<file path="config.mk">
export PLATFORM = sky130hd
export DESIGN_NAME = uart_receiver
export DESIGN_NICKNAME = d
export VERILOG_FILES = /design/src/rtl/uart_receiver_pkg.sv /design/src/rtl/uart_rx_bit_sampler.sv /design/src/rtl/uart_receiver.sv
export SDC_FILE = /design/constraint.sdc
export NUM_CORES = 1
export LEC_CHECK = 0
export ABC_CLOCK_PERIOD_IN_PS = 3800
export BUFFER_PORTS_ARGS = -buffer_cell sky130_fd_sc_hd__buf_4
export CORE_MARGIN = 5
export CORE_UTILIZATION = 40
export CTS_CLUSTER_SIZE = 28
export DETAILED_ROUTE_END_ITERATION = 12
export GPL_TIMING_DRIVEN = 0
export PLACE_DENSITY_LB_ADDON = 0.3
export SYNTH_ARGS = -nofsm -noshare
export SYNTH_HDL_FRONTEND = slang
export SYNTH_HIERARCHICAL = 1
export SYNTH_SLANG_ARGS = --single-unit
</file>
<file path="constraint.sdc">
create_clock -name clk -period 3.8 [get_ports clk]
set_input_delay 1.14 -clock clk [delete_from_list [all_inputs] [get_ports clk]]
set_output_delay 1.14 -clock clk [all_outputs]
set_load 0.05 [all_outputs]
</file>
<file path="src/rtl/uart_receiver_pkg.sv">
// rtl/uart_receiver_pkg.sv - shared state encodings, parity/prescale constants and helpers for the UART receiver
// No ports: imported by uart_rx_bit_sampler and uart_receiver.
package uart_receiver_pkg;

    typedef enum logic [2:0] {
        ST_IDLE   = 3'd0,
        ST_START  = 3'd1,
        ST_DATA   = 3'd2,
        ST_PARITY = 3'd3,
        ST_STOP   = 3'd4
    } rx_state_e;

    localparam logic PARITY_EVEN = 1'b0;
    localparam logic PARITY_ODD  = 1'b1;

    localparam int PRESCALE_8  = 8;
    localparam int PRESCALE_16 = 16;
    localparam int PRESCALE_32 = 32;

    function automatic logic majority3(input logic a, input logic b, input logic c);
        return (a & b) | (a & c) | (b & c);
    endfunction

    function automatic logic prescale_is_legal(input int p);
        return (p == PRESCALE_8) || (p == PRESCALE_16) || (p == PRESCALE_32);
    endfunction

endpackage

</file>
<file path="src/rtl/uart_rx_bit_sampler.sv">
// rtl/uart_rx_bit_sampler.sv - line synchroniser, per-bit oversample counter and 3-sample majority vote
// Ports:
//   clk, reset_n      clock, asynchronous active-low reset
//   serial_in         raw RX line (asynchronous to clk)
//   prescale          frame-latched oversample ticks per bit
//   active            1 while the receiver is inside a frame; 0 holds the counter at zero
//   rx_s              synchronised line
//   sampled_bit       majority of the three mid-bit samples (meaningful with sample_strobe)
//   sample_strobe     decision cycle (edge_cnt = P/2+1)
//   bit_end           last tick of the bit (edge_cnt = P-1)
module uart_rx_bit_sampler
    import uart_receiver_pkg::*;
#(
    parameter int PRESCALE_WIDTH = 6
) (
    input  logic                      clk,
    input  logic                      reset_n,
    input  logic                      serial_in,
    input  logic [PRESCALE_WIDTH-1:0] prescale,
    input  logic                      active,
    output logic                      rx_s,
    output logic                      sampled_bit,
    output logic                      sample_strobe,
    output logic                      bit_end
);

    logic                      sync1_q;
    logic                      sync2_q;
    logic [PRESCALE_WIDTH-1:0] edge_cnt_q;
    logic [PRESCALE_WIDTH-1:0] edge_cnt_d;
    logic                      samp0_q;
    logic                      samp1_q;
    logic [PRESCALE_WIDTH-1:0] half;

    assign half = prescale >> 1;
    assign rx_s = sync2_q;

    assign bit_end       = active && (edge_cnt_q == prescale - PRESCALE_WIDTH'(1));
    assign sample_strobe = active && (edge_cnt_q == half + PRESCALE_WIDTH'(1));
    // Third sample is the live synchronised line in the decision cycle itself.
    assign sampled_bit   = majority3(samp0_q, samp1_q, rx_s);

    always_comb begin
        edge_cnt_d = '0;
        if (active && !bit_end) begin
            edge_cnt_d = edge_cnt_q + PRESCALE_WIDTH'(1);
        end
    end

    always_ff @(posedge clk or negedge reset_n) begin
        if (!reset_n) begin
            sync1_q    <= 1'b1;
            sync2_q    <= 1'b1;
            edge_cnt_q <= '0;
            samp0_q    <= 1'b1;
            samp1_q    <= 1'b1;
        end else begin
            sync1_q    <= serial_in;
            sync2_q    <= sync1_q;
            edge_cnt_q <= edge_cnt_d;
            if (edge_cnt_q == half - PRESCALE_WIDTH'(1)) begin
                samp0_q <= rx_s;
            end
            if (edge_cnt_q == half) begin
                samp1_q <= rx_s;
            end
        end
    end

endmodule

</file>
<file path="src/rtl/uart_receiver.sv">
// rtl/uart_receiver.sv - UART RX frame FSM, shift register, parity check and level-held result registers
// Ports:
//   clk, reset_n      UART oversampling clock, asynchronous active-low reset
//   serial_in         RX line, idle high
//   prescale          oversample ticks per bit (8, 16 or 32), latched at start detection
//   parity_enable     1 = parity bit present
//   parity_type       0 = even, 1 = odd
//   parallel_data     data of the last good frame; only changes on a good frame
//   data_valid        high while parallel_data holds a good frame, cleared by the next start
//   parity_error      last frame had a parity mismatch
//   framing_error     last frame had a low stop bit
module uart_receiver
    import uart_receiver_pkg::*;
#(
    parameter int DATA_WIDTH     = 8,
    parameter int PRESCALE_WIDTH = 6
) (
    input  logic                      clk,
    input  logic                      reset_n,
    input  logic                      serial_in,
    input  logic [PRESCALE_WIDTH-1:0] prescale,
    input  logic                      parity_enable,
    input  logic                      parity_type,
    output logic [DATA_WIDTH-1:0]     parallel_data,
    output logic                      data_valid,
    output logic                      parity_error,
    output logic                      framing_error
);

    localparam int BCW = (DATA_WIDTH > 1) ? $clog2(DATA_WIDTH) : 1;

    rx_state_e                 state_q;
    logic [PRESCALE_WIDTH-1:0] p_q;
    logic [BCW-1:0]            bit_cnt_q;
    logic [DATA_WIDTH-1:0]     shift_q;
    logic                      par_err_q;
    logic [DATA_WIDTH-1:0]     parallel_data_q;
    logic                      data_valid_q;
    logic                      parity_error_q;
    logic                      framing_error_q;

    logic rx_s;
    logic sampled_bit;
    logic sample_strobe;
    logic bit_end;
    logic expected_parity;

    uart_rx_bit_sampler #(
        .PRESCALE_WIDTH(PRESCALE_WIDTH)
    ) u_sampler (
        .clk          (clk),
        .reset_n      (reset_n),
        .serial_in    (serial_in),
        .prescale     (p_q),
        .active       (state_q != ST_IDLE),
        .rx_s         (rx_s),
        .sampled_bit  (sampled_bit),
        .sample_strobe(sample_strobe),
        .bit_end      (bit_end)
    );

    assign expected_parity = (^shift_q) ^ (parity_type == PARITY_ODD);

    assign parallel_data = parallel_data_q;
    assign data_valid    = data_valid_q;
    assign parity_error  = parity_error_q;
    assign framing_error = framing_error_q;

    always_ff @(posedge clk or negedge reset_n) begin
        if (!reset_n) begin
            state_q         <= ST_IDLE;
            p_q             <= '0;
            bit_cnt_q       <= '0;
            shift_q         <= '0;
            par_err_q       <= 1'b0;
            parallel_data_q <= '0;
            data_valid_q    <= 1'b0;
            parity_error_q  <= 1'b0;
            framing_error_q <= 1'b0;
        end else begin
            case (state_q)
                ST_IDLE: begin
                    if (!rx_s) begin
                        state_q         <= ST_START;
                        p_q             <= prescale;
                        bit_cnt_q       <= '0;
                        par_err_q       <= 1'b0;
                        data_valid_q    <= 1'b0;
                        parity_error_q  <= 1'b0;
                        framing_error_q <= 1'b0;
                    end
                end
                ST_START: begin
                    // A start bit that reads high at mid-bit was a glitch.
                    if (sample_strobe && sampled_bit) begin
                        state_q <= ST_IDLE;
                    end else if (bit_end) begin
                        state_q <= ST_DATA;
                    end
                end
                ST_DATA: begin
                    if (sample_strobe) begin
                        shift_q <= {sampled_bit, shift_q[DATA_WIDTH-1:1]};
                    end
                    if (bit_end) begin
                        if (bit_cnt_q == BCW'(DATA_WIDTH - 1)) begin
                            bit_cnt_q <= '0;
                            state_q   <= parity_enable ? ST_PARITY : ST_STOP;
                        end else begin
                            bit_cnt_q <= bit_cnt_q + BCW'(1);
                        end
                    end
                end
                ST_PARITY: begin
                    if (sample_strobe && (sampled_bit != expected_parity)) begin
                        par_err_q <= 1'b1;
                    end
                    if (bit_end) begin
                        state_q <= ST_STOP;
                    end
                end
                ST_STOP: begin
                    // Leave at mid-stop so a start bit right after the stop bit is caught.
                    if (sample_strobe) begin
                        framing_error_q <= !sampled_bit;
                        parity_error_q  <= par_err_q;
                        if (sampled_bit && !par_err_q) begin
                            parallel_data_q <= shift_q;
                            data_valid_q    <= 1'b1;
                        end
                        state_q <= ST_IDLE;
                    end
                end
                default: state_q <= ST_IDLE;
            endcase
        end
    end

    // Only 8, 16 and 32 are legal oversample rates.
    always_ff @(posedge clk) begin
        if (reset_n && (state_q == ST_IDLE) && !rx_s) begin
            assert (prescale_is_legal(int'(prescale)));
        end
    end

endmodule
</file>
# After elaboration in Yosys (flattened, before gate mapping)
# Cells that the tools add are included.
# W data, S select, Z words.
# op_classes
muxes	24
reduce_logical	23
bitwise_logic	7
n_addsub	5
eq_ne	18
# op_table
operator	count
$mux W3	11
$eq A6 B6 Y1	3
$pmux W3 S5	1
$reduce_and A3 Y1	4
$ne A2 B2 Y1 const B	5
$pmux W1 S2	4
$reduce_xor A8 Y1	1
$add A5 B1 Y6 const B	1
$add A6 B1 Y6 const B	1
$eq A3 B2 Y1 const B	2
$eq A3 B3 Y1 const B	2
$eq A6 B5 Y1	1
$logic_and A1 B1 Y1	6
$mux W1	6
$mux W6	1
$pmux W3 S2	1
$reduce_and A6 Y1	1
$reduce_bool A2 Y1	3
$sub A5 B1 Y6 const B	1
$sub A6 B1 Y6 const B	1
$ne A2 B1 Y1 const B	2
$reduce_and A2 Y1	2
$reduce_and A4 Y1	1
$add A3 B1 Y3 const B	1
other kinds (10)	15
# totals
reg_bits	42
in_bits	11

# Logic depth before layout (Yosys ltp)
# logic_depth
ltp_word	7
mapped_depth	11
ltp_nobuf	11

# Cells and area by module
# Netlist, hierarchy kept.
# modules_own_cells
module	cells_per_inst	n_inst	seq_area_each_um2	area_per_inst_um2
uart_receiver	114	1	800.8	1500.2
uart_rx_bit_sampler	99	1	255.2	888.4

# Worst setup path before layout
# OpenSTA, ideal clock, no wires.
# synth_timing
path_type	register to register
start	register p_q[1]
end	register parallel_data_q[0], in the netlist parallel_data[0]
path_buffers	1
slack_ns	1.131
stages_incl_launch_ff	11
setup_time_ns	0.125
required_ns	3.675
t_arrival_ns	2.544
period_less_slack_ns	2.669
path_cell_list	dfrtp_1 -> inv_1 -> ha_1 -> xor2_1 -> nor4b_1 -> o311ai_0 -> a21oi_1 -> nand2_1 -> and4bb_1 -> buf_6 -> mux2_2
# synth_between
elab_chain_len	4
# synth_lines
item	line	rtl
start, declared	uart_receiver.sv:33	logic [PRESCALE_WIDTH-1:0] p_q;
start signal, assigned	uart_receiver.sv:85	p_q <= prescale;
$add A5 B1 Y6	uart_rx_bit_sampler.sv:39	assign sample_strobe = active && (edge_cnt_q == half + PRESCALE_WIDTH'(1));
$eq A6 B6 Y1	uart_rx_bit_sampler.sv:39	
$logic_and A1 B1 Y1	uart_rx_bit_sampler.sv:39	
net sample_strobe	uart_receiver.sv:44	logic sample_strobe;
$reduce_and A3 Y1 (no line)	-	
end signal, assigned	uart_receiver.sv:128	parallel_data_q <= shift_q;
end, declared	uart_receiver.sv:37	logic [DATA_WIDTH-1:0] parallel_data_q;
# The timed path passes the listed nets, and every way through them passes these cells.
# A chain may end at the register's enable or synchronous reset.

# Worst setup path in the final report
# layout_timing
start	register p_q[2]
end	register parallel_data_q[4], in the netlist parallel_data[4]
# Same word-level chain as after synthesis.

==> flow_metrics.env <==
export IMPL_synth_top_family_by_area="simple AND/OR/NAND/NOR gates"
export IMPL_ys_seq_area_frac=0.442
export IMPL_muxShareOfSynthArea=0.123
export IMPL_synth_compound_area_frac=0.0864
export IMPL_netlist_area_um2=2390
export IMPL_dieArea_um2=7620
export IMPL_synth_edff_count=0
export IMPL_crit_chain="inv_1, ha_1, xor2_1, nor4b_1, o311ai_0, a21oi_1, nand2_1, and4bb_1, buf_6, mux2_2"
export IMPL_crit_path_max_incr_delay_ns=0.54
export IMPL_grt_max_degree=43
export IMPL_core_area_um2=5850
export IMPL_timing_rr_end="parallel_data[4]"
export IMPL_synthFlopType="dfrtp_1"
export IMPL_cts_buffer_depth=2
export IMPL_vias=1614
export IMPL_routed_wirelength_um=4340
export IMPL_initial_core_util=0.408
export IMPL_cts_hold_fix_buffers=0
export IMPL_synthDistinctLibCells=46
export IMPL_hp_class="register to register"
export IMPL_synth_area_leaders="dfrtp_1, mux2_2, xnor2_1, dfstp_2, ha_1"
export IMPL_rrSetupSlack_ns=0.53
export IMPL_crit_path_max_fanout=9
export IMPL_tightest_slew_ns=0.612
export IMPL_max_slew_margin_rel=0.592
export IMPL_yosysWarnings=6
export IMPL_antenna_cells=0
export IMPL_ys_top_cells_by_count="dfrtp_1, mux2_2, xnor2_1, nand2_1, nor2_1"
export IMPL_internal_power_mw=1.15
export IMPL_crit_arrival_ns=3.45
export IMPL_pwr_share_clk=0.185
export IMPL_finalCritPeriodShare=0.861
export IMPL_gr_total_overflow=0
export IMPL_die_h_um=87.3
export IMPL_cp_start_kind="register"
export IMPL_synth_nets=231
export IMPL_num_rows=28
export IMPL_min_path_cells=0
export IMPL_syn_avg_cell_area_um2=11.2
export IMPL_drc=0
export IMPL_swShare=0.385
export IMPL_setup_tns_ns=0
export IMPL_preCtsSetupSlack_ns=0.579
export IMPL_synth_top_area_share=0.398
export IMPL_via_per_inst=5.09
export IMPL_clk_latency_ns=0.29
export IMPL_layout_setup_ws_ns=0.527
export IMPL_drv_slew=0
export IMPL_cp_depth=10
export IMPL_yosysTopAreaCell="dfrtp_1"
export IMPL_die_w_um=87.3
export IMPL_clk_pin_slew_worst_paths_ns=0.08
export IMPL_htree_levels=2
export IMPL_fin_crit_ns=3.27
export IMPL_outcome="finished clean"
export IMPL_synthSimpleGateAreaFrac=0.151
export IMPL_irDropWorstVdd_mv=0.278
export IMPL_cp_num_buf_inv=2
export IMPL_cts_buffers=5
export IMPL_synthArstFlopShare=1.00
export IMPL_antenna_found_initial=0
export IMPL_drt_iter0_drc=84
export IMPL_cts_resized=0
export IMPL_synth_fa_ha_area_frac=0.0409
export IMPL_route_detailed_wl_per_inst_um=13.7
export IMPL_p_per_area_nw_per_um2=681
export IMPL_timing_rr_start="p_q[2]"
export IMPL_io_buffers=21
export IMPL_ff2ff_path_depth=10
export IMPL_synth_cells=213
export IMPL_drv_cap=0
export IMPL_yosys_cell_count_top_type="dfrtp_1"
export IMPL_gr_usage_all_layers=0.125
export IMPL_ant_nets=0
export IMPL_cts_tree="built"
export IMPL_dr_pass1_iters=4
export IMPL_hp_start="u_sampler/sync1_q"
export IMPL_ios=22
export IMPL_worstSetupPathType="register to register"
export IMPL_power_frac_seq=0.352
export IMPL_gp_congestion=0.866
export IMPL_setup_viol=0
export IMPL_grt_pass1_wl_um=7660
export IMPL_worstPathRequired_ns=3.97
export IMPL_pwr_share_comb=0.463
export IMPL_post_cts_buffers=0
export IMPL_clock_skew_ns=0.00830
export IMPL_clockRootBuffer="clkbuf_8"
export IMPL_crit_family="simple AND/OR/NAND/NOR gates"
export IMPL_power_leakage_nw=1.28
export IMPL_max_freq_mhz=306
export IMPL_cp_slowest_cell="dfrtp_1"
export IMPL_nNetsFinal=259
export IMPL_synth_seq_cells=42
export IMPL_switchingPower_mw=0.722
export IMPL_rsz0062_at_grt="no"
export IMPL_fin_util=0.470
export IMPL_drive_gt1_frac=0.298
export IMPL_critPathCaptureType="register"
export IMPL_cts_sinks=42
export IMPL_finalHoldViolations=0
export IMPL_min_to="u_sampler/rx_s"
export IMPL_syn_to_final_growth_pct=15.1
export IMPL_dp_hpwl_um=3050
export IMPL_grt_pass1_vias=1639
export IMPL_synth_xor_area_share=0.115
-- cells by family (layout without fill, tap and decap cells) --
| logic type | Yosys count | in the layout |
|---|---|---|
| and+or+nand+nor | 64 | 64 |
| DFF | 42 | 42 |
| xor gates and xnor gates | 29 | 29 |
| AOI/OAI and AO/OA | 26 | 26 |
| muxes | 26 | 26 |
| buffers and inverters | 18 | 47 |
| adders and majority gates | 8 | 8 |
-- per-stage QoR --
stage,cell area (um^2),power (mW),hold WS [ns],instances
after CTS,2750,1.89,0.357,317
after floorplan,2390,1.36,0.345,213
after global routing,2750,2.03,0.356,317
final,2750,1.87,0.357,317
after detailed placement,2640,1.54,0.348,309
after global placement,2640,1.52,0.347,309
-- registers in the layout, indices dropped and copies added, names as in the netlist --
signal                cells
p_q                       6
parallel_data             8
u_sampler/sync1_q         1
framing_error             1
u_sampler/rx_s            1
state_q                   3
u_sampler/samp1_q         1
parity_error              1
par_err_q                 1
u_sampler/edge_cnt_q      6
u_sampler/samp0_q         1
shift_q                   8
bit_cnt_q                 3
data_valid                1
-- cell type report --
class | count | area [um^2]
Fill cell | 553 | 3100
Multi-Input combinational cell | 153 | 1230
Sequential cell | 42 | 1060
Timing Repair Buffer | 21 | 158
Tap cell | 75 | 93.8
Clock buffer | 6 | 72.6
Buffer | 9 | 65.1
Clock inverter | 2 | 37.5
Inverter | 9 | 33.8
-- power groups by stage --
stage,clock network [mW],logic (mW),registers [mW]
after detailed placement,0,0.866,0.670
after global placement,0,0.857,0.665
after global routing,0.378,0.975,0.676
after CTS,0.358,0.872,0.662
after floorplan,0,0.717,0.643
final,0.347,0.867,0.659
-- worst register-to-register path: stages (launching register included) --
cell and delay, ns:
dfrtp_1 0.54, inv_1 0.11, ha_1 0.30, xor2_1 0.16
nor4b_1 0.32, o311ai_0 0.19, a21oi_1 0.52, nand2_1 0.20
and4bb_1 0.32, buf_6 0.15, mux2_2 0.35
-- cells in the final DEF (no fill, tap or decap), drive strengths merged, types with 6 or more instances in the layout --
| cell type | instances |
|---|---|
| buf | 29 |
| ha | 7 |
| xor2 | 10 |
| nor2b | 6 |
| dfrtp | 38 |
| xnor2 | 18 |
| mux2 | 26 |
| nand3 | 10 |
| nor2 | 15 |
| nand2 | 14 |
| clkbuf | 7 |
| inv | 9 |
-- worst max path at each step --
stage,to,startpoint
6_report,parallel_data[4],p_q[2]
5_1_grt,parallel_data[4],p_q[2]
4_1_cts,parallel_data[4],p_q[1]
3_5_place_dp,parallel_data[4],p_q[1]
3_3_place_gp,parallel_data[3],p_q[1]
2_1_floorplan,parallel_data[0],p_q[1]
-- metal layers --
| metal | track usage | part of all wire | wire length [um] |
|---|---|---|---|
| met1 | 0.175 | 0.49 | 2130 |
| met2 | 0.191 | 0.47 | 2030 |
| met3 | 0.0322 | 0.030 | 132 |
| met4 | 0.0377 | 0.0095 | 41 |
| met5 | 0 | 0 | 0 |
No activity file was read; power rests on OpenSTA's default activity.
